`src/rtl/shift_rows_pipe.sv`:
```
// Rijndael ShiftRows / InvShiftRows on a valid/ready pipeline stage with 1-cycle latency.
// Define SHIFT_ROWS_SKID_EN to add a one-state skid register so po_ready comes straight from a flop.
module shift_rows_pipe #(
    parameter int NB = 4,
    parameter int W  = 32*NB
) (
    input  logic         pi_clk,
    input  logic         pi_rst,
    input  logic         pi_valid,
    output logic         po_ready,
    input  logic         pi_inv,
    input  logic [W-1:0] pi_in,
    output logic         po_valid,
    input  logic         pi_ready,
    output logic [W-1:0] po_out,
    output logic [15:0]  po_count
);

    generate
        if (!(NB == 4 || NB == 6 || NB == 8)) begin : g_bad_nb
            $error("shift_rows_pipe: NB must be 4, 6 or 8");
        end
        if (W != 32*NB) begin : g_bad_w
            $error("shift_rows_pipe: W is derived from NB and must not be overridden");
        end
    endgenerate

    typedef enum logic [1:0] {
        OCC_EMPTY = 2'd0,
        OCC_ONE   = 2'd1,
        OCC_TWO   = 2'd2
    } occ_t;

    occ_t         occ_reg;
    logic         valid_reg;
    logic [W-1:0] out_reg;
    logic [15:0]  count_reg;
    logic [W-1:0] fwd_next;
    logic [W-1:0] inv_next;
    logic [W-1:0] shift_next;
    logic         in_xfer;
    logic         out_xfer;

    // Byte (r,c) sits at bit W-1-8*NB*r-8*c; the wide state (NB=8) skips offset 2.
    generate
        for (genvar gi = 0; gi < 4; gi++) begin : g_row
            localparam int SR = (NB == 8 && gi >= 2) ? gi + 1 : gi;
            for (genvar gj = 0; gj < NB; gj++) begin : g_col
                localparam int FS = (gj + SR) % NB;
                localparam int IS = (gj - SR + NB) % NB;
                assign fwd_next[W-1-8*NB*gi-8*gj -: 8] = pi_in[W-1-8*NB*gi-8*FS -: 8];
                assign inv_next[W-1-8*NB*gi-8*gj -: 8] = pi_in[W-1-8*NB*gi-8*IS -: 8];
            end
        end
    endgenerate

    assign shift_next = pi_inv ? inv_next : fwd_next;
    assign in_xfer    = pi_valid & po_ready;
    assign out_xfer   = valid_reg & pi_ready;
    assign po_valid   = valid_reg;
    assign po_out     = out_reg;
    assign po_count   = count_reg;

`ifdef SHIFT_ROWS_SKID_EN
    logic [W-1:0] skid_reg;
    logic         ready_reg;

    assign po_ready = ready_reg;

    always_ff @(posedge pi_clk or negedge pi_rst) begin
        if (!pi_rst) begin
            occ_reg   <= OCC_EMPTY;
            valid_reg <= 1'b0;
            out_reg   <= '0;
            skid_reg  <= '0;
            ready_reg <= 1'b0;
            count_reg <= '0;
        end else begin
            if (out_xfer) begin
                count_reg <= count_reg + 16'd1;
            end
            case (occ_reg)
                OCC_EMPTY: begin
                    ready_reg <= 1'b1;
                    if (in_xfer) begin
                        out_reg   <= shift_next;
                        valid_reg <= 1'b1;
                        occ_reg   <= OCC_ONE;
                    end
                end
                OCC_ONE: begin
                    if (in_xfer && !out_xfer) begin
                        // Downstream stalled while we accepted: park the new state.
                        skid_reg  <= shift_next;
                        ready_reg <= 1'b0;
                        occ_reg   <= OCC_TWO;
                    end else if (in_xfer) begin
                        out_reg <= shift_next;
                    end else if (out_xfer) begin
                        valid_reg <= 1'b0;
                        occ_reg   <= OCC_EMPTY;
                    end
                end
                OCC_TWO: begin
                    if (out_xfer) begin
                        out_reg   <= skid_reg;
                        ready_reg <= 1'b1;
                        occ_reg   <= OCC_ONE;
                    end
                end
                default: begin
                    occ_reg   <= OCC_EMPTY;
                    valid_reg <= 1'b0;
                end
            endcase
        end
    end
`else
    assign po_ready = pi_rst & (~valid_reg | pi_ready);

    always_ff @(posedge pi_clk or negedge pi_rst) begin
        if (!pi_rst) begin
            occ_reg   <= OCC_EMPTY;
            valid_reg <= 1'b0;
            out_reg   <= '0;
            count_reg <= '0;
        end else begin
            if (out_xfer) begin
                count_reg <= count_reg + 16'd1;
            end
            case (occ_reg)
                OCC_EMPTY: begin
                    if (in_xfer) begin
                        out_reg   <= shift_next;
                        valid_reg <= 1'b1;
                        occ_reg   <= OCC_ONE;
                    end
                end
                OCC_ONE: begin
                    if (in_xfer) begin
                        out_reg <= shift_next;
                    end else if (out_xfer) begin
                        valid_reg <= 1'b0;
                        occ_reg   <= OCC_EMPTY;
                    end
                end
                default: begin
                    occ_reg   <= OCC_EMPTY;
                    valid_reg <= 1'b0;
                end
            endcase
        end
    end
`endif

endmodule

```
`config.mk`:
```
export PLATFORM = sky130hd
export DESIGN_NAME = shift_rows_pipe
export DESIGN_NICKNAME = d
export VERILOG_FILES = /design/src/rtl/shift_rows_pipe.sv
export SDC_FILE = /design/constraint.sdc
export NUM_CORES = 1
export LEC_CHECK = 0
export BUFFER_PORTS_ARGS = -buffer_cell sky130_fd_sc_hd__buf_4
export CELL_PAD_IN_SITES_DETAIL_PLACEMENT = 1
export CELL_PAD_IN_SITES_GLOBAL_PLACEMENT = 1
export CORE_ASPECT_RATIO = 0.9
export CORE_UTILIZATION = 39
export DETAILED_ROUTE_END_ITERATION = 10
export GPL_ROUTABILITY_DRIVEN = 1
export GPL_TIMING_DRIVEN = 0
export PLACE_DENSITY_LB_ADDON = 0.05
export SLEW_MARGIN = 20
export SYNTH_ARGS = -nofsm -noshare
export SYNTH_HDL_FRONTEND = slang
export SYNTH_SLANG_ARGS = --single-unit
export TNS_END_PERCENT = 5
```
`constraint.sdc`:
```
create_clock -name pi_clk -period 2.4 [get_ports pi_clk]
set_input_delay 0 -clock pi_clk [delete_from_list [all_inputs] [get_ports pi_clk]]
set_output_delay 0 -clock pi_clk [all_outputs]
set_load 0.01 [all_outputs]
```
# After elaboration in Yosys (flattened, before gate mapping)
# Index checks and enable logic that the tools add are counted.
op_classes:
  bitwise_logic: 5
  n_mux: 9
  add_sub_neg: 1
  reduce_logical: 4
  eq_ne: 4
ops:
  columns: ["op", "count"]
  rows:
  - ["2-to-1 mux 96 bit", 1]
  - ["adder 16 x 1 -> 16 bit (second input constant)", 1]
  - ["2-to-1 mux 2 bit", 3]
  - ["!= test 2 bit (second input constant)", 3]
  - ["case mux 2 bit (2 select lines)", 1]
  - ["AND 1 bit", 3]
  - ["2-to-1 mux 1 bit", 3]
  - ["AND reduction 3 bit", 1]
  - ["equality test 2 x 1 -> 1 bit (second input constant)", 1]
  - ["logical NOT 2 bit", 1]
  - ["case mux 1 bit (2 select lines)", 1]
  - ["AND reduction 2 bit", 1]
  - ["OR reduction 2 bit", 1]
  - ["NOT 1 bit", 1]
  - ["OR 1 bit", 1]
totals:
  output_inout_bits: 146
  in_bits: 133
  wordCells: 27
  register_bits: 147

# Depth between registers and ports, before layout
depth:
  depth_word: 6
  depth_mapped: 7
  mapped_depth_nobuf: 4

# Worst setup path before layout
# Ideal clock, no wire load.
synth_timing:
  kind: "register to register"
  start: "register valid_reg (netlist: po_valid)"
  end: "register out_reg[100] (netlist: po_out[100])"
  path_stages_with_launch: 6
  required_ns: 2.275
  path_buffers: 2
  setup_ns: 0.125
  arrival_time_ns: 1.240
  path_slack_ns: 1.035
  period_less_slack_ns: 1.365
  path_cell_list: "dfrtp_1 -> nand2b_4 -> nand3_4 -> buf_6 -> buf_6 -> mux2_4"
synth_via:
  elab_chain_len: 5
synth_lines:
  columns: ["item", "line_no", "text"]
  rows:
  - ["from (decl)", "35", "logic valid_reg;"]
  - ["from (signal assigned)", "124", "valid_reg <= 1'b0;"]
  - ["from (signal assigned)", "135", "valid_reg <= 1'b1;"]
  - ["from (signal assigned)", "143", "valid_reg <= 1'b0;"]
  - ["NOT 1 bit", "119", "assign po_ready = pi_rst & (~valid_reg | pi_ready);"]
  - ["OR 1 bit", "119", null]
  - ["AND 1 bit", "119", null]
  - ["AND 1 bit", "58", "assign in_xfer = pi_valid & po_ready;"]
  - ["AND reduction 2 bit (no source line)", null, null]
  - ["to (signal assigned)", "134", "out_reg <= shift_next;"]
  - ["to (signal assigned)", "141", "out_reg <= shift_next;"]
  - ["to (decl)", "36", "logic [W-1:0] out_reg;"]
# No other way between the ends.
# A chain may end at the register's enable or synchronous reset.

# Worst setup path in the final report
layout_timing:
  start: "input pi_rst"
  end: "register out_reg[83] (netlist: po_out[83])"
layout_via:
  elab_chain_len: 3
layout_lines:
  columns: ["item", "line_no", "text"]
  rows:
  - ["from (decl)", "8", "input logic pi_rst,"]
  - ["AND 1 bit", "119", null]
  - ["AND 1 bit", "58", null]
  - ["AND reduction 2 bit (no source line)", null, null]
# No other way between the ends.

==> flow_summary.json <==
{
  "status": "completed",
  "hold_violations": 0,
  "cp_max_fo": 77,
  "gp_congestion": 0.737,
  "synthArstFlopShare_pct": 100,
  "drive_gt1_share_pct": 42.6,
  "crit_type": "in2reg",
  "dr.pass1.iters": 4,
  "syn_avg_cell_area_um2": 13.5,
  "ys_ff_latch": 145,
  "die-area_mm2": 0.0168,
  "num_io_pins": 279,
  "clock_latency_ps": 430,
  "clk_pin_slew_ps": 70,
  "tns_ps": 0,
  "grt_overflow": 0,
  "power.net_switching_uw": 2500,
  "dp_cells": 952,
  "rsz0062_at_grt": "false",
  "grt_pass1_wl_mm": 40.3,
  "synth_most_common_cell": "dfrtp_1",
  "n_fill_cell": 1510,
  "ir_drop_mv": 0.620,
  "yosys.area.top_type": "dfrtp_1",
  "drc": 0,
  "ys_seq_area_share_pct": 57.1,
  "fin_area_mm2": 0.0110,
  "synth_area_leaders": "dfrtp_1, mux2_4, mux2i_1, o21ai_0, nand2_1",
  "synthCells": 472,
  "pwr-share-seq_pct": 38.6,
  "htreeDepth": 4,
  "powerDensity_mw_per_mm2": 762,
  "slew_headroom_pct": 57.7,
  "initial_core_util_pct": 40.6,
  "root_buffer": "clkbuf_16",
  "grt_max_degree": 78,
  "skew_ps": 10.9,
  "power.internal_uw": 5850,
  "final_nets": 1065,
  "end_kind": "flop",
  "syn_area_mm2": 0.00636,
  "io_buffers": 277,
  "setup_viol": 0,
  "rows": 43,
  "yosysWarnings": 0,
  "place_area_mm2": 0.00872,
  "avgViaCountPerCell": 5.11,
  "synth_flop_cell": "dfrtp_1",
  "required_ps": 2720,
  "yosys.area.top_type_share_pct": 57.1,
  "die-height_um": 123,
  "critPathArrivalTime_ps": 2390,
  "dp_hpwl_mm": 14.1,
  "syn-num-nets": 606,
  "synth_edf_count": 0,
  "drt_iter0_markers": 255,
  "hp-class": "in2reg",
  "fin_cells": 1148,
  "grt_use_total_pct": 33.2,
  "tightest_slew_ps": 634,
  "slowest_stage": "dlygate4sd3_1",
  "power.switching_fraction_pct": 29.9,
  "slowest_delay_ps": 570,
  "coreArea_mm2": 0.0157,
  "clock.fmax_ghz": 0.483,
  "clock-sinks": 145,
  "die_w_um": 137,
  "min_period_ps": 2070,
  "via_count": 5872,
  "routedWlPerCell_um": 23.6,
  "cp_cell_sequence": "dlygate4sd3_1 > buf_8 > buf_16 > nand3_4 > buf_6 > clkbuf_1 > o21ai_0",
  "p_leak_uw": 0.00556,
  "hold_ws_ps": 112,
  "grt_pass1_vias": 6832,
  "postCtsResizedCells": 0,
  "drv_cap": 0,
  "fin_crit_sh_pct": 86.2,
  "synth_cell_type_count": 23,
  "cts_buffers": 17,
  "clockBufferDepth": 2,
  "detail-route-antenna-nets": 0,
  "wl_mm": 27.1,
  "yosys-top-cells-count": "dfrtp_1, nand2_1, mux2_4, mux2i_1, o21ai_0",
  "cts_tree": "yes",
  "cp-start-kind": "input port",
  "pwr-share-clk_pct": 33.2,
  "area_growth_pct": 72.3,
  "slew_viol_final": 0,
  "antenna_found_initial": 2,
  "comb_power_share_pct": 28.2
}
[routing by layer]
metal | vias to the layer above | GRT usage, % | wire length (um)
met5 | - | 0 | 0
met4 | 0 | 16.5 | 1180
met3 | 72 | 9.47 | 1640
met2 | 256 | 60.8 | 14300
met1 | 2973 | 34.8 | 9960
li1 | 2571 | - | -
[power by group through the flow]
| stage | Combinational, uW | Clock (uW) | Sequential [uW] |
|---|---|---|---|
| floorplan | 666 | 0 | 3360 |
| global placement | 1940 | 0 | 3170 |
| detailed placement | 2000 | 0 | 3200 |
| CTS | 2260 | 2770 | 3180 |
| global route | 2490 | 2890 | 3270 |
| finish | 2350 | 2770 | 3230 |
[per-stage QoR]
stage / total power, uW / worst slack [ps] / util, %
finish: 8350 / 331 / 70.0
CTS: 8200 / 299 / 69.9
floorplan: 4030 / 1030 / -
detailed placement: 5200 / 440 / 55.7
global route: 8650 / 105 / 70.0
global placement: 5110 / -168 / 55.5
[cell families (layout without fill, tap and decap cells)]
group                    count (synthesis)  after routing  synth area share (%)
other                                    0              3                     0
AND/OR/NAND/NOR                         90             90                  6.56
XOR/XNOR                                15             15                  2.07
adder cells (fa/ha/maj)                  1              1                 0.197
buffers and inverters                   28            499                  3.68
AO/OA/AOI/OAI                           64             64                  5.04
flip-flops                             145            145                  57.1
multiplexers                           129            129                  25.4
[registers in the layout (all words and copies together), names as in the netlist]
register / cells
po_valid: 1
po_out: 128
po_count: 16
[critical path, delay by kind of cell]
kind | cells | cell delay, ps
AO/OA/AOI/OAI | 1 | 340
buffers and inverters | 5 | 1850
AND/OR/NAND/NOR | 1 | 140
[final cells by class]
type	count	area, um^2	share of cell area [%]
diodes	3	7.51	0.0685
clock inverters	13	163	1.48
clock buffers	18	439	4.01
well taps	202	253	2.31
multi-input cells	299	2490	22.8
flip-flops and latches	145	3630	33.1
plain buffers	28	234	2.14
repair buffers	440	3740	34.1
[layout by cell type (no fill, tap or decap), types with 2 or more instances in the layout]
cell,netlist,final
and2_1,2,2
and3_1,2,2
and4_1,2,2
buf_2,7,7
buf_4,0,276
buf_6,16,16
bufinv_16,0,3
clkbuf_1,5,5
clkbuf_16,0,17
clkinv_2,0,3
clkinv_4,0,3
clkinvlp_4,0,3
dfrtp_1,145,145
diode_2,0,3
dlygate4sd3_1,0,162
mux2_4,64,64
mux2i_1,64,64
nand2_1,69,69
nand3_1,7,7
nand4_1,3,3
o21ai_0,54,54
o21ai_1,10,10
xnor2_1,14,14
[repair_timing]
action / in CTS / in global routing
endpoints found under the hold margin: 208 / 0
endpoints found under the setup margin: 0 / 0
hold buffers: 162 / 0
setup buffers: 0 / 0
[final timing paths]
kind	startpoint	slack [ps]	depth (start not counted)	endpoint
worst max-delay path	pi_rst	330	7	po_out[83]
worst min-delay path	pi_inv	110	3	po_out[2]
worst max register to register	po_valid	760	5	po_out[83]
worst min register to register	po_out[31]	490	2	po_out[31]
max in group asynchronous	pi_rst	1500	3	po_out[87]
min in group asynchronous	pi_rst	120	2	po_out[50]
Note: power is estimated with default switching activity, not from simulation.
